### src/rtl/ddc_edid_responder.sv
// DDC/EDID I2C target: synchronises and deglitches SCL/SDA, then answers reads
// of an external EDID store through an auto-incrementing byte offset.
module ddc_edid_responder #(
  parameter logic [6:0] DEVICE_ADDRESS = 7'h50,
  parameter int         FILTER_LENGTH  = 4
) (
  input  logic       system_clock,
  input  logic       system_reset,
  input  logic       scl_input,
  input  logic       sda_input,
  output logic       sda_output,
  output logic [7:0] edid_address,
  input  logic [7:0] edid_data,
  output logic       busy,
  output logic       read_done
);

  localparam int CW = (FILTER_LENGTH > 1) ? $clog2(FILTER_LENGTH + 1) : 1;

  localparam logic [2:0] IDLE         = 3'd0;
  localparam logic [2:0] ADDRESS      = 3'd1;
  localparam logic [2:0] ADDRESS_ACK  = 3'd2;
  localparam logic [2:0] WRITE_OFFSET = 3'd3;
  localparam logic [2:0] WRITE_ACK    = 3'd4;
  localparam logic [2:0] READ_DATA    = 3'd5;
  localparam logic [2:0] READ_ACK     = 3'd6;
  localparam logic [2:0] IGNORE       = 3'd7;

  logic [1:0] raw_lines;
  logic [1:0] filt_lines;
  assign raw_lines = {sda_input, scl_input};

  // Line 0 is SCL, line 1 is SDA; a level only changes after FILTER_LENGTH
  // consecutive disagreeing samples.
  generate
    for (genvar gi = 0; gi < 2; gi++) begin : g_line
      logic          sync1_reg;
      logic          sync2_reg;
      logic          filt_reg;
      logic [CW-1:0] cnt_reg;

      always_ff @(posedge system_clock) begin
        if (system_reset) begin
          sync1_reg <= 1'b1;
          sync2_reg <= 1'b1;
          filt_reg  <= 1'b1;
          cnt_reg   <= '0;
        end else begin
          sync1_reg <= raw_lines[gi];
          sync2_reg <= sync1_reg;
          if (sync2_reg == filt_reg) begin
            cnt_reg <= '0;
          end else if (cnt_reg == CW'(FILTER_LENGTH - 1)) begin
            filt_reg <= sync2_reg;
            cnt_reg  <= '0;
          end else begin
            cnt_reg <= cnt_reg + CW'(1);
          end
        end
      end

      assign filt_lines[gi] = filt_reg;
    end
  endgenerate

  logic scl_f, sda_f, scl_prev_reg, sda_prev_reg;
  logic scl_rise, scl_fall, start_det, stop_det;

  assign scl_f     = filt_lines[0];
  assign sda_f     = filt_lines[1];
  assign scl_rise  = scl_f & ~scl_prev_reg;
  assign scl_fall  = ~scl_f & scl_prev_reg;
  assign start_det = scl_f & scl_prev_reg & sda_prev_reg & ~sda_f;
  assign stop_det  = scl_f & scl_prev_reg & ~sda_prev_reg & sda_f;

  logic [2:0] state_reg;
  logic [3:0] bit_cnt_reg;
  logic [7:0] shift_reg, tx_reg, offset_reg;
  logic       sda_out_reg, busy_reg, read_done_reg, offset_set_reg, ack_reg;

  always_ff @(posedge system_clock) begin
    if (system_reset) begin
      scl_prev_reg   <= 1'b1;
      sda_prev_reg   <= 1'b1;
      state_reg      <= IDLE;
      bit_cnt_reg    <= '0;
      shift_reg      <= '0;
      tx_reg         <= '0;
      offset_reg     <= '0;
      sda_out_reg    <= 1'b1;
      busy_reg       <= 1'b0;
      read_done_reg  <= 1'b0;
      offset_set_reg <= 1'b0;
      ack_reg        <= 1'b1;
    end else begin
      scl_prev_reg  <= scl_f;
      sda_prev_reg  <= sda_f;
      read_done_reg <= 1'b0;
      // Bus conditions outrank any bit activity seen on the same cycle.
      if (start_det) begin
        state_reg   <= ADDRESS;
        bit_cnt_reg <= '0;
        sda_out_reg <= 1'b1;
        busy_reg    <= 1'b0;
      end else if (stop_det) begin
        state_reg   <= IDLE;
        sda_out_reg <= 1'b1;
        busy_reg    <= 1'b0;
      end else begin
        case (state_reg)
          ADDRESS, WRITE_OFFSET: begin
            if (scl_rise) begin
              shift_reg   <= {shift_reg[6:0], sda_f};
              bit_cnt_reg <= bit_cnt_reg + 4'd1;
            end else if (scl_fall && bit_cnt_reg == 4'd8) begin
              bit_cnt_reg <= '0;
              if (state_reg == WRITE_OFFSET) begin
                // Only the first written byte is an offset; later ones are dropped.
                if (!offset_set_reg) offset_reg <= shift_reg;
                offset_set_reg <= 1'b1;
                state_reg      <= WRITE_ACK;
                sda_out_reg    <= 1'b0;
              end else if (shift_reg[7:1] == DEVICE_ADDRESS) begin
                state_reg   <= ADDRESS_ACK;
                sda_out_reg <= 1'b0;
                busy_reg    <= 1'b1;
              end else begin
                state_reg <= IGNORE;
              end
            end
          end
          ADDRESS_ACK: begin
            if (scl_fall) begin
              if (shift_reg[0]) begin
                state_reg   <= READ_DATA;
                tx_reg      <= edid_data;
                sda_out_reg <= edid_data[7];
              end else begin
                state_reg      <= WRITE_OFFSET;
                offset_set_reg <= 1'b0;
                sda_out_reg    <= 1'b1;
              end
            end
          end
          WRITE_ACK: begin
            if (scl_fall) begin
              state_reg   <= WRITE_OFFSET;
              sda_out_reg <= 1'b1;
            end
          end
          READ_DATA: begin
            if (scl_rise) begin
              bit_cnt_reg <= bit_cnt_reg + 4'd1;
            end else if (scl_fall) begin
              if (bit_cnt_reg == 4'd8) begin
                state_reg   <= READ_ACK;
                bit_cnt_reg <= '0;
                sda_out_reg <= 1'b1;
              end else begin
                sda_out_reg <= tx_reg[6];
                tx_reg      <= {tx_reg[6:0], 1'b1};
              end
            end
          end
          READ_ACK: begin
            if (scl_rise) begin
              ack_reg       <= sda_f;
              read_done_reg <= 1'b1;
              offset_reg    <= offset_reg + 8'd1;
            end else if (scl_fall) begin
              if (!ack_reg) begin
                state_reg   <= READ_DATA;
                tx_reg      <= edid_data;
                sda_out_reg <= edid_data[7];
              end else begin
                state_reg <= IGNORE;
              end
            end
          end
          default: sda_out_reg <= 1'b1;
        endcase
      end
    end
  end

  assign sda_output   = sda_out_reg;
  assign edid_address = offset_reg;
  assign busy         = busy_reg;
  assign read_done    = read_done_reg;

endmodule

### config.mk
export PLATFORM = sky130hd
export DESIGN_NAME = ddc_edid_responder
export DESIGN_NICKNAME = d
export VERILOG_FILES = /design/src/rtl/ddc_edid_responder.sv
export SDC_FILE = /design/constraint.sdc
export NUM_CORES = 1
export LEC_CHECK = 0
export ABC_CLOCK_PERIOD_IN_PS = 3200
export CAP_MARGIN = 20
export CORE_MARGIN = 2
export CORE_UTILIZATION = 45
export DETAILED_ROUTE_END_ITERATION = 10
export HOLD_SLACK_MARGIN = 0.06
export MAX_ROUTING_LAYER = met4
export PLACE_DENSITY_LB_ADDON = 0.05
export SLEW_MARGIN = 30
export SYNTH_ARGS = -nofsm -noshare
export SYNTH_HDL_FRONTEND = slang
export SYNTH_SLANG_ARGS = --single-unit
### constraint.sdc
create_clock -name system_clock -period 3.2 [get_ports system_clock]
set_input_delay 0.8 -clock system_clock [delete_from_list [all_inputs] [get_ports system_clock]]
set_output_delay 0.8 -clock system_clock [all_outputs]
set_load 0.01 [all_outputs]
==> results_dict.tcl, run 1 <==
set metrics [dict create \
    ys.flop_type "dfxtp_1" \
    routed_wl_mm 5.98 \
    fp.dieW_microns 81.0 \
    cts_buffer_depth 2 \
    cp.arrival_ps 2640 \
    syn-num-nets 315 \
    numPortBuffers 22 \
    synth_cell_type_count 66 \
    ir_drop_mv 0.251 \
    tritoncts "done" \
    period_minus_slack_ps 2450 \
    path_buf_inv 0 \
    h-tree-depth 2 \
    outcome "complete, no violations" \
    ys_seq_area_share_pct 36.8 \
    post-route-period-util_pct 76.6 \
    cts_made_buffers 5 \
    clk_pin_slew_ps 100 \
    cp_cell_sequence "nand3b_1, o22ai_2, o211a_2, mux2_1" \
    hold_violations 0 \
    design.die.area_sq_um 6560 \
    fin_area_sq_um 3030 \
    placed_cell_area_sq_um 2940 \
    postSynth.asyncResetShare_pct 0 \
    hold_class "reg2reg" \
    fp-row-count 28 \
    layout.cells.most_common "dfxtp_1" \
    cts_sinks 49 \
    power_density_nw_per_um2 353 \
    clock_skew_ps 6.10 \
    syn_avg_cell_area_sq_um 9.10 \
    synth.top_cell.area_share_pct 36.8 \
    rsz0062_at_grt "no" \
    ys.warnings.count 0 \
    nNetsFinal 332 \
    yosys.area.top_type "dfxtp_1" \
    crit_required_ps 3390 \
    mappedNetlistArea_sq_um 2670 \
    drc 0 \
    routed_via_density 5.81 \
    start_util_pct 45.8 \
    synth_cells 293 \
    wl_per_cell_microns 15.5 \
    drtAntennaViolNets 0 \
    num_io_pins 23 \
    post_cts_resized 0 \
    dr_total_vias 2244 \
    cp-start-kind "register" \
    hold_buffers 0 \
    crit_family "compound AO/OA/AOI/OAI gates" \
    worst_pin_slew_ps 815 \
    ys_ff_latch 49 \
    final_cell_mix "49 x dfxtp_1, 26 x nor2_1, 22 x clkdlybuf4s50_1" \
    grt_pass1_vias 2113 \
    power.static_leakage_nw 1.22 \
    grt.total_usage_pct 20.3 \
    gr-total-overflow 0 \
    cts_root_buf "clkbuf_8" \
    clk_latency_ps 300 \
    max_stage_delay_ps 720 \
    postCtsSetupRepairBufs 0 \
    clock.fmax_mhz 408 \
    core-area_sq_um 5820 \
    die_y_microns 81.0 \
    critical_path_peak_fanout 20 \
    gp_congestion 0.847 \
    setup_violations 0 \
    drv_cap 0 \
    drive_gt1_share_pct 9.97 \
    dp_hpwl_mm 4.25 \
    first_iter_violations 158 \
    fillers 577 \
    grt_max_degree 27 \
    first_pass_iters 4 \
    area_growth_pct 13.8 \
    grt_pass1_wl_mm 10.2 \
    timing.max_slew.rel_slack_pct 45.1 \
    synthTopCellsByArea "dfxtp_1 37%, mux2i_1 6.4%, ha_1 4.7%" \
    path_class "reg2reg" \
    drv_slew 0 \
    final.setup.tns_ps 0 \
    antenna_found_initial 0 \
    slowest_stage "dfxtp_1" \
    critPathCaptureType "register" \
    synth-edff-count 0 \
    antenna_cells 0 \
]
[synthesized netlist by cell type, types with 2 or more instances]
cell type / count
dfxtp_1: 49
nor2_1: 26
mux2i_1: 17
inv_1: 15
a21oi_1: 14
nand2_1: 11
ha_1: 10
o21ai_0: 10
buf_2: 9
o2111ai_1: 9
clkbuf_1: 8
o311ai_0: 7
nand2b_1: 6
nand3_1: 6
o211a_1: 6
o31ai_1: 6
a31oi_1: 5
nor3_1: 5
or2_2: 5
and3_1: 4
nor4_1: 4
nand3b_1: 3
nand4_1: 3
nor2b_1: 3
o211ai_1: 3
or3_1: 3
a21bo_2: 2
a2bb2oi_1: 2
clkinv_1: 2
o22a_1: 2
o2bb2ai_1: 2
xnor2_1: 2
[final timing paths]
check	cells after the start	from	to	slack, ps
worst min register to register	1	g_line[1].sync1_reg$_SDFF_PP1_	g_line[1].sync2_reg$_SDFF_PP1_	420
worst max register to register	4	state_reg[0]$_SDFFE_PP0P_	tx_reg[0]$_SDFFE_PP0P_	750
worst min-delay path	1	g_line[1].sync1_reg$_SDFF_PP1_	g_line[1].sync2_reg$_SDFF_PP1_	420
worst max-delay path	4	state_reg[0]$_SDFFE_PP0P_	tx_reg[0]$_SDFFE_PP0P_	750
[area by class of cell]
type                    count  area [sq um]  area share [%]
inverters                  17          63.8            2.10
clock inverters             3          26.3           0.866
clock buffers               5          68.8            2.27
well taps                  75          93.8            3.09
repair buffers             28           265            8.74
flip-flops and latches     49           981            32.3
multi-input cells         209          1540            50.6
[metrics by stage]
| stage | util (%) | hold slack (ps) | setup slack, ps | power (W) | instances |
|---|---|---|---|---|---|
| finish | 52.2 | 417 | 749 | 0.00107 | 386 |
| global route | 52.2 | 440 | 553 | 0.00112 | 386 |
| detailed placement | 50.5 | 394 | 805 | 0.000693 | 378 |
| CTS | 52.2 | 420 | 803 | 0.00109 | 386 |
| floorplan | - | 389 | 1370 | 0.000669 | 293 |
| global placement | 50.5 | 392 | 893 | 0.000694 | 378 |
[routing by layer]
metal | global-route usage [%] | part of all wire (%)
met1 | 28.8 | 49
met2 | 30.2 | 45
met3 | 3.33 | 4.0
met4 | 4.75 | 1.1
met5 | - | 0
[kinds of logic after synthesis]
kind of cell	after synthesis	share of synthesized area, %
AOI/OAI and AO/OA	87	25.6
xor gates and xnor gates	3	1.69
adders and majority gates	10	4.69
buffers and inverters	35	5.63
DFF	49	36.8
muxes	19	7.23
and+or+nand+nor	90	18.3
[worst reg2reg max path, stage by stage (launching register included)]
cell      delay (ps)
dfxtp_1          720
nand3b_1         510
o22ai_2          420
o211a_2          350
mux2_1           350
[power breakdown]
part	switching [W]	leakage [nW]	total, W	internal (W)
clock network	0.000228	0.0495	0.000391	0.000163
logic	0.0000280	0.776	0.0000583	0.0000303
registers	0.00000690	0.396	0.000621	0.000614
Note: power is estimated with default switching activity, not from simulation.
==> run 2: changes to the inputs <==
--- a/config.mk
+++ b/config.mk
@@ -5,7 +5,7 @@
 export SDC_FILE = /design/constraint.sdc
 export NUM_CORES = 1
 export LEC_CHECK = 0
-export ABC_CLOCK_PERIOD_IN_PS = 3200
+export ABC_CLOCK_PERIOD_IN_PS = 2400
 export CAP_MARGIN = 20
 export CORE_MARGIN = 2
 export CORE_UTILIZATION = 45
==> constraint.sdc (replaced) <==
create_clock -name system_clock -period 2.4 [get_ports system_clock]
set_input_delay 0.6 -clock system_clock [delete_from_list [all_inputs] [get_ports system_clock]]
set_output_delay 0.6 -clock system_clock [all_outputs]
set_load 0.01 [all_outputs]
==> run 2 against run 1 <==
  * Final cell count up 1.8%
  * Power up 35%
  * Non-clock buffer count up 7
  * Die area unchanged
  * Clock power up 36%
  * Register-to-register slack worse by 450 ps
  * Sequential share of layout area down 0.55 points
  * Largest power group unchanged
==> results_dict.tcl, run 2 (synthesized netlist as in run 1, its figures left out) <==
set metrics [dict create \
    outcome "complete, no violations" \
    period_minus_slack_ps 2100 \
    rsz0062_at_grt "no" \
    critPathCaptureType "register" \
    grt_pass1_vias 2125 \
    cts_made_buffers 5 \
    wl_per_cell_microns 15.6 \
    antenna_cells 0 \
    post-route-period-util_pct 87.5 \
    dr_total_vias 2312 \
    start_util_pct 45.8 \
    grt.total_usage_pct 20.7 \
    first_pass_iters 5 \
    clock.fmax_mhz 476 \
    cp.arrival_ps 2350 \
    first_iter_violations 204 \
    cts_sinks 49 \
    nNetsFinal 339 \
    tritoncts "done" \
    cts_root_buf "clkbuf_8" \
    drc 0 \
    post_cts_resized 0 \
    final.setup.tns_ps 0 \
    routed_via_density 5.88 \
    gp_congestion 0.857 \
    postCtsSetupRepairBufs 0 \
    grt_max_degree 27 \
    ir_drop_mv 0.420 \
    gr-total-overflow 0 \
    design.die.area_sq_um 6560 \
    hold_buffers 0 \
    path_class "reg2reg" \
    clk_latency_ps 310 \
    crit_required_ps 2650 \
    grt_pass1_wl_mm 10.3 \
    cts_buffer_depth 2 \
    hold_violations 0 \
    hold_class "reg2reg" \
    multi_input_area_sq_um 1540 \
    critical_path_peak_fanout 9 \
    num_io_pins 23 \
    fillers 569 \
    power.static_leakage_nw 1.26 \
    ff_latch_area_sq_um 981 \
    h-tree-depth 2 \
    hold_slack_ps 418 \
    fp-row-count 28 \
    drive_gt1_share_pct 11.9 \
    antenna_found_initial 0 \
    core-area_sq_um 5820 \
    worst_pin_slew_ps 700 \
    timing.max_slew.rel_slack_pct 52.9 \
    clock_skew_ps 6.00 \
    layout.cells.most_common "dfxtp_1" \
    die_y_microns 81.0 \
    drv_slew 0 \
    numPortBuffers 22 \
    routed_wl_mm 6.13 \
    setup_violations 0 \
    clk_pin_slew_ps 100 \
    cp-start-kind "register" \
    area_growth_pct 15.8 \
    power_density_nw_per_um2 467 \
    fp.dieW_microns 81.0 \
    final_cell_mix "49 x dfxtp_1, 26 x nor2_1, 22 x clkdlybuf4s50_1" \
    drtAntennaViolNets 0 \
    drv_cap 0 \
    dp_hpwl_mm 4.40 \
]
==> run 2: cell types whose count changed in the layout (fill, tap and decap cells not counted) <==
cell / previous run / this run
buf_4: 6 / 13
==> run 2: critical path: stages (launching register included) <==
cell and delay [ps]:
dfxtp_1 360, inv_1 110, ha_1 330, nor3b_2 290, a32oi_2 220, or4_1 560, a31oi_1 160
==> run 2: routing by layer <==
metal | share of wire (%) | track usage (%) | routed length (microns) | vias up
met5 | 0 | - | 0 | -
met4 | 2.3 | 9.32 | 138 | 0
met3 | 3.6 | 4.22 | 223 | 12
met2 | 46 | 30.2 | 2830 | 51
met1 | 48 | 27.6 | 2930 | 1102
li1 | - | - | - | 1147
==> run 2: where the power goes <==
group | internal [W] | leakage [nW] | switching (W) | total [W]
Combinational | 0.0000439 | 0.810 | 0.0000394 | 0.0000833
Clock | 0.000217 | 0.0495 | 0.000315 | 0.000532
Sequential | 0.000819 | 0.396 | 0.00000856 | 0.000827
==> run 2: through the flow <==
stage	worst slack (ps)	instance area, sq um	power [W]	cells	utilization [%]
finish	300	3090	0.00144	393	53.1
global route	209	3090	0.00151	393	53.1
CTS	324	3090	0.00147	393	53.1
detailed placement	346	2990	0.000930	385	51.4
global placement	418	2990	0.000931	385	51.4
floorplan	578	2670	0.000892	293	-
==> run 2: layout make-up <==
class,instances,area share [%]
Multi-Input combinational cell,209,49.7
Sequential cell,49,31.8
Timing Repair Buffer,35,10.3
Tap cell,75,3.04
Clock buffer,5,2.23
Inverter,17,2.07
Clock inverter,3,0.851
==> run 2: path summary, 6_finish.rpt <==
kind	startpoint	endpoint	slack, ps	cells past startpoint
max	g_line[0].filt_reg$_SDFFE_PP1P_	edid_address[0]$_SDFFE_PP0P_	300	6
min	g_line[0].sync1_reg$_SDFF_PP1_	g_line[0].sync2_reg$_SDFF_PP1_	420	1
max reg2reg	g_line[0].filt_reg$_SDFFE_PP1P_	edid_address[0]$_SDFFE_PP0P_	300	6
min reg2reg	g_line[0].sync1_reg$_SDFF_PP1_	g_line[0].sync2_reg$_SDFF_PP1_	420	1
==> run 3: changes to the inputs <==
--- a/config.mk
+++ b/config.mk
@@ -13,6 +13,7 @@
 export HOLD_SLACK_MARGIN = 0.06
 export MAX_ROUTING_LAYER = met4
 export PLACE_DENSITY_LB_ADDON = 0.05
+export RECOVER_POWER = 50
 export SLEW_MARGIN = 30
 export SYNTH_ARGS = -nofsm -noshare
 export SYNTH_HDL_FRONTEND = slang
==> run 3 against run 2 <==
  * Sequential power barely moved
  * Largest cell class unchanged
  * Maximum frequency fell by 0.38%
  * Critical path depth did not move
  * Clock-buffer cell count did not move
  * Largest power group unchanged
  * Highest routed layer unchanged
==> results_dict.tcl, run 3 (synthesized netlist as in run 1, its figures left out) <==
set metrics [dict create \
    reg2reg_depth 6 \
    top_usage_layer "met2" \
    drtAntennaViolNets 0 \
    finalWorstSetupSlack_ps 292 \
    whs_path_depth 1 \
    antenna_cells 0 \
    post-route-period-util_pct 87.8 \
    drv_cap 0 \
    design.die.area_sq_um 6560 \
    grt_pass1_vias 2125 \
    power_frac_comb_pct 5.6 \
    post_cts_resized 0 \
    placed_cell_area_sq_um 2990 \
    timing.max_slew.rel_slack_pct 46.8 \
    crit_required_ps 2640 \
    worst_pin_slew_ps 798 \
    cts_sinks 49 \
    p_seq_share_pct 57.4 \
    cts_made_buffers 5 \
    gp_congestion 0.857 \
    grt_pass1_wl_mm 10.3 \
    num_io_pins 23 \
    final.setup.tns_ps 0 \
    period_minus_slack_ps 2110 \
    setup_violations 0 \
    dp_hpwl_mm 4.40 \
    tritoncts "done" \
    final_cell_mix "49 x dfxtp_1, 26 x nor2_1, 17 x mux2i_1" \
    crit_start "g_line[0].filt_reg$_SDFFE_PP1P_" \
    p_int_w 0.00108 \
    drc 0 \
    clock.fmax_mhz 474 \
    reg2reg_from "g_line[0].filt_reg$_SDFFE_PP1P_" \
    numPortBuffers 22 \
    clock_skew_ps 5.36 \
    outcome "complete, no violations" \
    area_growth_pct 15.5 \
    cts_buffer_depth 2 \
    cp.arrival_ps 2350 \
    clk_latency_ps 310 \
    drive_gt1_share_pct 11.3 \
    gr-usage-met3_pct 4.22 \
    fin_area_sq_um 3080 \
    rsz0062_at_grt "no" \
    p_clk_share_pct 36.9 \
    grt.total_usage_pct 20.7 \
    clk_pin_slew_ps 100 \
    routed_via_density 5.85 \
    first_iter_violations 204 \
    hold_slack_ps 418 \
    power.static_leakage_nw 1.27 \
    cts_root_buf "clkbuf_8" \
    postCtsSetupRepairBufs 0 \
    ir_drop_mv 0.419 \
    hold_violations 0 \
    drv_slew 0 \
    utilization_pct 53.0 \
    grt_util_met2_pct 30.2 \
    cp-start-kind "register" \
    fp.dieW_microns 81.0 \
    first_pass_iters 4 \
    fp-row-count 28 \
    nNetsFinal 339 \
    wl_per_cell_microns 15.6 \
    layout.cells.most_common "dfxtp_1" \
    critical_path_peak_fanout 9 \
    routed_wl_mm 6.11 \
    grt_max_degree 27 \
    path_class "reg2reg" \
    h-tree-depth 2 \
    swShare_pct 25.2 \
    core-area_sq_um 5820 \
    hold_buffers 0 \
    antenna_found_initial 0 \
    dr_total_vias 2299 \
    start_util_pct 45.8 \
    critPathCaptureType "register" \
    power.switching_w 0.000363 \
    worstHoldStart "g_line[0].sync1_reg$_SDFF_PP1_" \
    hold_class "reg2reg" \
    die_y_microns 81.0 \
    post-place-ws_ps 346 \
    use_met1_pct 27.6 \
    gr-total-overflow 0 \
    power_density_nw_per_um2 468 \
]
run 3: worst paths after layout:
check	end	slack, ps
worst max-delay path	edid_address[0]$_SDFFE_PP0P_	290
worst min-delay path	g_line[0].sync2_reg$_SDFF_PP1_	420
worst max register to register	edid_address[0]$_SDFFE_PP0P_	290
worst min register to register	g_line[0].sync2_reg$_SDFF_PP1_	420
run 3: layout make-up:
type                       count  area (sq um)
fill                         572          2740
multi-input combinational    209          1540
sequential                    49           981
timing repair buffer          35           312
tap                           75          93.8
clock buffer                   5          68.8
inverter                      17          63.8
clock inverter                 3          26.3
run 3: worst max-delay path, stage by stage (launching register included):
cell	delay, ps
dfxtp_1	360
inv_1	110
ha_1	330
nor3b_2	290
a32oi_2	220
or4_1	560
a31oi_1	160
run 3: power by group through the flow:
stage	Sequential [W]	Clock, W	Combinational (W)
after floorplan	0.000840	0	0.0000516
after global placement	0.000846	0	0.0000848
after detailed placement	0.000846	0	0.0000836
after CTS	0.000827	0.000555	0.0000839
after global routing	0.000828	0.000594	0.0000906
final	0.000827	0.000532	0.0000814
run 3: through the flow:
stage / cells / total power [W]
2_1_floorplan: 293 / 0.000892
3_3_place_gp: 385 / 0.000931
5_1_grt: 393 / 0.00151
3_5_place_dp: 385 / 0.000930
6_report: 393 / 0.00144
4_1_cts: 393 / 0.00147
run 3: per-layer routing:
layer / part of all wire, % / wire (microns) / vias up
li1: - / - / 1148
met1: 47 / 2870 / 1079
met2: 46 / 2820 / 58
met3: 4.4 / 268 / 14
met4: 2.5 / 155 / 0
met5: 0 / 0 / -
